[src/rtl/ram_pkg.sv]
// ram_pkg: shared geometry, FIFO sizing and FSM encoding for the RAM point reader.
package ram_pkg;
    localparam int ADDR_WIDTH = 14;
    localparam int DATA_WIDTH = 32;
    localparam int DEPTH      = 1024;
    localparam int PT_BITS    = 10;
    localparam int LENGTH     = 16;
    localparam int LEN_BITS   = 4;
    localparam int FIFO_DEPTH = 4;
    localparam int PTR_BITS   = $clog2(FIFO_DEPTH);
    localparam int CNT_BITS   = $clog2(FIFO_DEPTH + 1);
    typedef enum logic [1:0] {
        IDLE  = 2'd0,
        FETCH = 2'd1,
        DRAIN = 2'd2
    } state_t;
endpackage

[src/rtl/feat_fifo.sv]
// feat_fifo: 4-entry synchronous first-word fall-through buffer of {last, idx, data}.
module feat_fifo
    import ram_pkg::*;
#(
    parameter int W = DATA_WIDTH + LEN_BITS + 1
) (
    input  logic                clk,
    input  logic                rst_n,
    input  logic                push,
    input  logic [W-1:0]        din,
    input  logic                pop,
    output logic [W-1:0]        dout,
    output logic                valid,
    output logic [CNT_BITS-1:0] count
);
    logic [W-1:0]        mem [FIFO_DEPTH];
    logic [PTR_BITS-1:0] wr_ptr;
    logic [PTR_BITS-1:0] rd_ptr;
    logic                do_push;
    logic                do_pop;
    assign valid   = count != '0;
    assign do_pop  = pop && valid;
    assign do_push = push && (count != CNT_BITS'(FIFO_DEPTH) || do_pop);
    // Empty head reads as zero so nothing stale is visible after reset or drain.
    assign dout    = valid ? mem[rd_ptr] : '0;
    always_ff @(posedge clk) begin
        if (do_push) mem[wr_ptr] <= din;
    end
    always_ff @(posedge clk or negedge rst_n) begin
        if (!rst_n) begin
            wr_ptr <= '0;
            rd_ptr <= '0;
            count  <= '0;
        end else begin
            if (do_push) wr_ptr <= wr_ptr + 1'b1;
            if (do_pop) rd_ptr <= rd_ptr + 1'b1;
            count <= count + CNT_BITS'(do_push) - CNT_BITS'(do_pop);
        end
    end
endmodule

[src/rtl/ram_point_reader.sv]
// ram_point_reader: fetches the LENGTH features of one data point from a
// two-stage synchronous RAM and streams them out through a small FWFT buffer.
module ram_point_reader #(
    parameter int ADDR_WIDTH = ram_pkg::ADDR_WIDTH,
    parameter int DATA_WIDTH = ram_pkg::DATA_WIDTH,
    parameter int DEPTH      = ram_pkg::DEPTH,
    parameter int PT_BITS    = ram_pkg::PT_BITS,
    parameter int LENGTH     = ram_pkg::LENGTH,
    parameter int LEN_BITS   = ram_pkg::LEN_BITS
) (
    input  logic                  clk,
    input  logic                  rst_n,
    input  logic                  start,
    input  logic [PT_BITS-1:0]    point_idx,
    output logic                  busy,
    output logic                  done,
    output logic                  ram_cs,
    output logic                  ram_oe,
    output logic                  ram_we,
    output logic [ADDR_WIDTH-1:0] ram_addr,
    input  logic [DATA_WIDTH-1:0] ram_rdata,
    output logic                  feat_valid,
    input  logic                  feat_ready,
    output logic [DATA_WIDTH-1:0] feat_data,
    output logic [LEN_BITS-1:0]   feat_idx,
    output logic                  feat_last
);
    import ram_pkg::*;
    if (PT_BITS + LEN_BITS != ADDR_WIDTH || DEPTH > (1 << PT_BITS) || LENGTH > (1 << LEN_BITS)) begin : g_geom_err
        $error("ram_point_reader: inconsistent address geometry");
    end
    localparam logic [LEN_BITS-1:0] LAST_IDX = LEN_BITS'(LENGTH - 1);
    state_t                state;
    state_t                state_nx;
    logic [PT_BITS-1:0]    pt;
    logic [LEN_BITS-1:0]   feat_cnt;
    logic [LEN_BITS-1:0]   idx1;
    logic [LEN_BITS-1:0]   idx2;
    logic                  v1;
    logic                  v2;
    logic [CNT_BITS-1:0]   fifo_cnt;
    logic                  accept;
    logic                  issue;
    logic                  issue_last;
    logic                  cap_last;
    logic                  pop;
    logic                  last_pop;
    // v1/v2 track the two RAM stages; together they are the in-flight count.
    assign accept     = state == IDLE && start;
    assign issue      = state == FETCH && (fifo_cnt + CNT_BITS'(v1) + CNT_BITS'(v2)) < CNT_BITS'(FIFO_DEPTH);
    assign issue_last = issue && feat_cnt == LAST_IDX;
    assign cap_last   = v2 && idx2 == LAST_IDX;
    assign pop        = feat_valid && feat_ready;
    assign last_pop   = state == DRAIN && pop && feat_last && fifo_cnt == CNT_BITS'(1) && !v1 && !v2;
    assign busy       = state != IDLE;
    assign ram_oe     = ram_cs;
    assign ram_we     = 1'b0;
    always_comb begin
        state_nx = state;
        state_nx = accept ? FETCH : issue_last ? DRAIN : last_pop ? IDLE : state;
    end
    always_ff @(posedge clk or negedge rst_n) begin
        if (!rst_n) state <= IDLE;
        else state <= state_nx;
    end
    always_ff @(posedge clk or negedge rst_n) begin
        if (!rst_n) begin
            pt       <= '0;
            feat_cnt <= '0;
            idx1     <= '0;
            idx2     <= '0;
            v1       <= 1'b0;
            v2       <= 1'b0;
            ram_addr <= '0;
            ram_cs   <= 1'b0;
            done     <= 1'b0;
        end else begin
            done <= last_pop;
            v1   <= issue;
            idx1 <= feat_cnt;
            v2   <= v1;
            idx2 <= idx1;
            if (accept) begin
                pt       <= point_idx;
                feat_cnt <= '0;
            end else if (issue && !issue_last) begin
                feat_cnt <= feat_cnt + 1'b1;
            end
            if (issue) ram_addr <= ADDR_WIDTH'({pt, feat_cnt});
            // Select stays up through stalls until the last word is captured.
            ram_cs <= issue || (ram_cs && !cap_last);
        end
    end
    feat_fifo #(
        .W(DATA_WIDTH + LEN_BITS + 1)
    ) u_fifo (
        .clk  (clk),
        .rst_n(rst_n),
        .push (v2),
        .din  ({cap_last, idx2, ram_rdata}),
        .pop  (pop),
        .dout ({feat_last, feat_idx, feat_data}),
        .valid(feat_valid),
        .count(fifo_cnt)
    );
endmodule

[config.mk]
export PLATFORM = sky130hd
export DESIGN_NAME = ram_point_reader
export DESIGN_NICKNAME = d
export VERILOG_FILES = /design/src/rtl/ram_pkg.sv /design/src/rtl/feat_fifo.sv /design/src/rtl/ram_point_reader.sv
export SDC_FILE = /design/constraint.sdc
export NUM_CORES = 1
export LEC_CHECK = 0
export ABC_AREA = 1
export ABC_CLOCK_PERIOD_IN_PS = 2580
export CORE_MARGIN = 3
export CORE_UTILIZATION = 35
export DETAILED_ROUTE_END_ITERATION = 7
export DONT_BUFFER_PORTS = 1
export PLACE_DENSITY_LB_ADDON = 0.3
export SKIP_LAST_GASP = 1
export SLEW_MARGIN = 20
export SYNTH_ARGS = -nofsm -noshare
export SYNTH_HDL_FRONTEND = slang
export SYNTH_SLANG_ARGS = --single-unit
[constraint.sdc]
create_clock -name clk -period 2.58 [get_ports clk]
set_input_delay 0.129 -clock clk [delete_from_list [all_inputs] [get_ports clk]]
set_output_delay 0.129 -clock clk [all_outputs]
set_load 0.1 [all_outputs]
After elaboration in Yosys (flattened, before gate mapping)
Memory sizes are Yosys's and may differ from the RTL's.
Cells that the tools add are included.
- order comparisons: 1
- eq/ne operators: 6
- $add $sub $neg: 7
- mux-type cells: 8
- reductions and logical operators: 25
- operators by type and width (cell ; count):
    two-way mux 37 bit ; 1
    logical AND 1 bit ; 14
    adder 3 x 1 -> 3 bit ; 3
    == test 4 bit (second input constant) ; 2
    two-way mux 4 bit ; 2
    two-way mux 2 bit ; 3
    nonzero test 3 bit ; 2
    adder 2 x 1 -> 2 bit (second input constant) ; 2
    adder 4 x 1 -> 4 bit (second input constant) ; 1
    zero test 1 bit ; 4
    nonzero test 2 bit ; 2
    == test 3 x 1 -> 1 bit (second input constant) ; 1
    < comparator 3 bit (second input constant) ; 1
    != test 3 bit (second input constant) ; 1
    subtractor 3 x 1 -> 3 bit ; 1
    == test 2 x 1 -> 1 bit (second input constant) ; 1
    == test 2 bit (second input constant) ; 1
    zero test 2 bit ; 1
    logical OR 1 bit ; 2
    two-way mux 1 bit ; 2
- memories: 1
- input bits: 46
- bits in registers: 49
- RAM bits: 148
- memory list (name ; depth ; bits a word ; rd ports ; clocked after Yosys merged registers in ; wr ports ; RTL line ; RTL):
    u_fifo.mem ; 4 ; 37 ; 1 ; 0 ; 1 ; feat_fifo.sv:16 ; logic [W-1:0] mem [FIFO_DEPTH];

Logic depth before layout (Yosys ltp)
- word-level depth: 10
- depth in mapped cells: 9
- gate-level depth less buffers: 8

Cells and area by module
From an unflattened synthesis, not the netlist that was laid out.
- cell total of the unflattened synthesis: 803
- area total of the unflattened synthesis: 8489.4 um^2
- modules (own cells, without submodules) (module ; times used ; area an instance (um^2) ; seq. area each (um^2) ; cells an instance):
    feat_fifo ; 1 ; 6737.7 ; 4619.4 ; 638
    ram_point_reader ; 1 ; 1751.7 ; 1051.0 ; 165

Worst setup path before layout
No wires, ideal clock.
- path type: register to register
- start: register u_fifo.count[2]
- end: memory u_fifo.mem[0][0] (netlist name), enable pin
- required time: 2.149 ns
- path slack: -0.078 ns
- stages on the path, launching flop included: 6
- arrival: 2.227 ns
- period minus slack after synthesis: 2.658 ns
- setup time: 0.431 ns
- cell sequence: dfrtp_1 -> inv_1 -> nor2_1 -> inv_2 -> o21ai_4 -> nor2_1
- longest elaborated chain between the ends: 7
- elaborated cells on any way between the ends: 8
- ends and longest elaborated chain (what ; RTL line ; RTL):
    start: declaration ; feat_fifo.sv:14 ; output logic [CNT_BITS-1:0] count
    start signal: assignment ; feat_fifo.sv:37 ; count <= count + CNT_BITS'(do_push) - CNT_BITS'(do_pop);
    nonzero test 3 bit ; feat_fifo.sv:21 ; assign valid = count != '0;
    logical AND 1 bit ; ram_point_reader.sv:53 ; assign pop = feat_valid && feat_ready;
    logical AND 1 bit ; feat_fifo.sv:22 ; assign do_pop = pop && valid;
    logical OR 1 bit (*) ; feat_fifo.sv:23 ; assign do_push = push && (count != CNT_BITS'(FIFO_DEPTH) || do_pop);
    logical AND 1 bit (*) ; feat_fifo.sv:23 ;
    two-way mux 1 bit (*) ; feat_fifo.sv:27 ; if (do_push) mem[wr_ptr] <= din;
    two-way mux 1 bit (implied by the code) (*) ; feat_fifo.sv:27 ;
    end: declaration ; feat_fifo.sv:16 ;
Mark *: on every way between the ends. The rest lies on a longest branch, timed or not.

Worst setup path in the final report
- start: register u_fifo.rd_ptr[1]
- end: output port feat_data[23]
- longest elaborated chain between the ends: 2
- ends and longest elaborated chain (what ; RTL line ; RTL):
    start: declaration ; feat_fifo.sv:18 ; logic [PTR_BITS-1:0] rd_ptr;
    start signal: assignment ; feat_fifo.sv:36 ; if (do_pop) rd_ptr <= rd_ptr + 1'b1;
    memory read (4 x 37 bit) ; n/a ;
    two-way mux 37 bit ; feat_fifo.sv:25 ; assign dout = valid ? mem[rd_ptr] : '0;
    end: declaration ; ram_point_reader.sv:24 ; output logic [DATA_WIDTH-1:0] feat_data,
No other way between the ends.

==> results.tsv <==
stage	metric	value	unit
worst_setup_path	CP Max Fanout	18	
clock_tree	CTS tree	built	
worst_setup_path	Req. time, crit path	2.45	ns
finish	Fillers	1899	
worst_setup_path	Buffers & Inverters on Critical Path	4	
worst_setup_path	Worst setup SP type	register	
timing	Max Slew Vio Count	0	
synth	sequential share of the synthesized area	0.725	
floorplan	Die Wd	155	um
worst_setup_path	cell family with most CP delay	buffers and inverters	
synth	most frequent cell after synthesis	nor2_1	
routing	post-DR wirelength/cell	16.4	um
synth	#FFs+latches synth	197	
timing	max frequency	445	MHz
worst_hold_path	worst min-delay path class	in2reg	
global_route	gr ovfl total	0	
timing	PnR worst setup slack	0.332	ns
timing	Slew HR	0.406	
worst_setup_path	crit end category	primary output	
finish	final core utilization	0.464	
clock_tree	postcts setup bufs	0	
worst_setup_path	max incr delay on CP	0.35	ns
finish	layout cells sized above 1	0.206	
worst_hold_path	HP Start	feat_ready	
finish	area added between synthesis and finish	29.9	%
synth	ys async rst share	0.249	
timing	setup TNS	0	ns
floorplan	DIE AREA	24200	um2
place	Setup WS pre-CTS	0.451	ns
place	DPL Wire Length	10200	um
worst_setup_path	Critical Path AT	2.12	ns
status	outcome	finished clean	
synth	top cell type's share of synthesized area	0.568	
synth	Post-synth EDFFs	148	
worst_setup_path	CP Class	reg2out	
synth	post-synth cell types	29	
timing	Final Hold Fails	0	
synth	Post-Syn Instances	645	
global_route	met3 Use GR	0.0465	
synth	mapped cell area	7820	um2
worst_setup_path	most used cell, CP	buf_4	
floorplan	Die Y	155	um
synth	Synthesis Warnings	0	
synth	synth top area cells	edfxtp_1 (57%), dfrtp_1 (16%), nor2_1 (7.6%)	
timing	RSZ-0062 raised after global routing	false	
global_route	gr usage total	0.145	
routing	DR vias/cell	4.80	
place	number of I/O port buffers	0	
timing	Worst Tran Pin Value	0.891	ns
routing	first-pass iteration count of the detailed router	4	
timing	Final setup viols	0	
routing	residual DRC count	0	
clock_tree	H-tree lvl count	4	
synth	synthesized net count	699	
clock_tree	Root Driver	clkbuf_16	
floorplan	Core Box Area	21900	um2
routing	total number of vias	4957	
global_route	number of global-route vias before repair	5199	
worst_setup_path	start point of the critical path	u_fifo.rd_ptr[1]$_DFFE_PN0P_	
floorplan	Starting Density	0.357	
clock_tree	Reg clk slew, reported paths	0.06	ns
worst_setup_path	R2R Path Start	u_fifo.count[2]$_DFF_PN0_	
clock_tree	clock sink total	197	
timing	period utilization	0.871	
clock_tree	clk_lat worst skew	0.43	ns
floorplan	# IOs	103	
global_route	largest net degree at the start of global routing	77	
global_route	met2 Track Usage GR	0.247	
synth	top cells by count, synth	nor2_1 (158), edfxtp_1 (148), o21ai_0 (75)	
place	DP Area	9160	um2
global_route	initial antenna violation count	1	
worst_setup_path	worst path cell trace	buf_4, inv_1, buf_4, nor2_1, o21ai_0, a21oi_2, buf_12	
clock_tree	CTS buffer count	17	
global_route	global-route wire length before repair	27300	um
finish	Nets	792	
routing	final WL	16900	um
worst_setup_path	slowest cell on the critical path	dfrtp_1	
clock_tree	CTS Buffer Depth	2	
job	# Max-Cap Violations	0	
place	RePlAce Congestion	0.771	
synth	biggest area consumer among synthesized cells	edfxtp_1	
floorplan	Rows	54	
global_route	gr busiest metal	met2	
synth	Main synth FF type	edfxtp_1	
global_route	GR Util met1	0.180	
synth	Syn Area/Cell	12.1	um2
routing	DRT antenna net count	0	
timing	Setup Skew	0.00992	ns
timing	final worst path period need	2.25	ns
routing	Starting DRT DRC Count	402	
finish	post-route cell area	10200	um2
==> logic make-up (layout without fill, tap and decap cells) <==
family / after synthesis / count (layout) / synth area share
flops: 197 / 197 / 0.725
other cells: 1 / 2 / 0.000480
buf+inv: 64 / 170 / 0.0410
xor+xnor: 5 / 5 / 0.00560
simple gates: 245 / 245 / 0.124
mux: 10 / 10 / 0.0144
compound gates: 115 / 115 / 0.0755
fa+ha+maj: 8 / 8 / 0.0138
==> what timing repair did <==
item | CTS | global route
hold endpoints to repair | 187 | 0
hold buffers | 44 | 0
endpoints found under the setup margin | 0 | 0
gates resized for setup | 0 | 0
==> placed cells by master, fill, tap and decap left out, types with 2 or more instances in the layout <==
cell           instances
dlygate4sd3_1         43
dfrtp_1               47
mux2_2                10
clkbuf_16             17
clkinv_4               5
buf_12                43
edfxtp_1             148
o21ai_0               75
inv_2                  2
nor2_4                 5
clkinv_1               3
a21oi_2               36
buf_4                 21
nand4_1                6
nand3_1               12
nor2_1               153
dfrtp_2                2
nor2_2                 2
o21ai_1                2
nand2_1               64
inv_1                 28
xor2_1                 5
ha_1                   7
==> worst paths after layout <==
path | to | slack, ns | cells past startpoint
worst max-delay path | feat_data[23] | 0.33 | 7
worst min-delay path | u_fifo.rd_ptr[0]$_DFFE_PN0P_ | 0.02 | 3
worst max register to register | u_fifo.count[2]$_DFF_PN0_ | 0.41 | 8
worst min register to register | idx2[3]$_DFF_PN0_ | 0.35 | 0
max in group asynchronous | u_fifo.rd_ptr[0]$_DFFE_PN0P_ | 2.15 | 2
min in group asynchronous | pt[2]$_DFFE_PN0P_ | 0.20 | 2
==> worst min-delay path, cell delays in order <==
cell and delay (ns):
inv_1 0.05, nor2_1 0.09, xor2_1 0.13
==> metal layers <==
metal	routed length [um]	vias up
li1	-	2395
met2	8540	124
met3	958	13
met1	7220	2425
met5	0	-
met4	168	0
==> state kept, by name, indices dropped and copies added (netlist names) <==
signal / flops
done: 1
feat_cnt: 4
idx1: 4
idx2: 4
pt: 10
ram_addr: 14
ram_cs: 1
state: 2
u_fifo.count: 3
u_fifo.mem: 148
u_fifo.rd_ptr: 2
u_fifo.wr_ptr: 2
v1: 1
v2: 1
==> stage by stage <==
step	hold slack (ns)	cells
global route	0.0198	1032
finish	0.0163	1032
CTS	0.00375	1031
detailed placement	-0.165	955
global placement	-0.165	955
floorplan	-0.167	645
==> final cells by class <==
cell class              count  area [um2]  share of cell area
clock buffers              18         429              0.0423
repair buffers            108        1480               0.145
clock inverters            14         109              0.0107
well taps                 280         350              0.0345
inverters                  30         113              0.0111
diodes                      1        2.50            0.000246
multi-input cells         384        2000               0.197
flip-flops and latches    197        5670               0.559
Power is left out: the tool's default activity adds up to more than one toggle a clock period on the data nets, which glitch-free logic cannot reach.
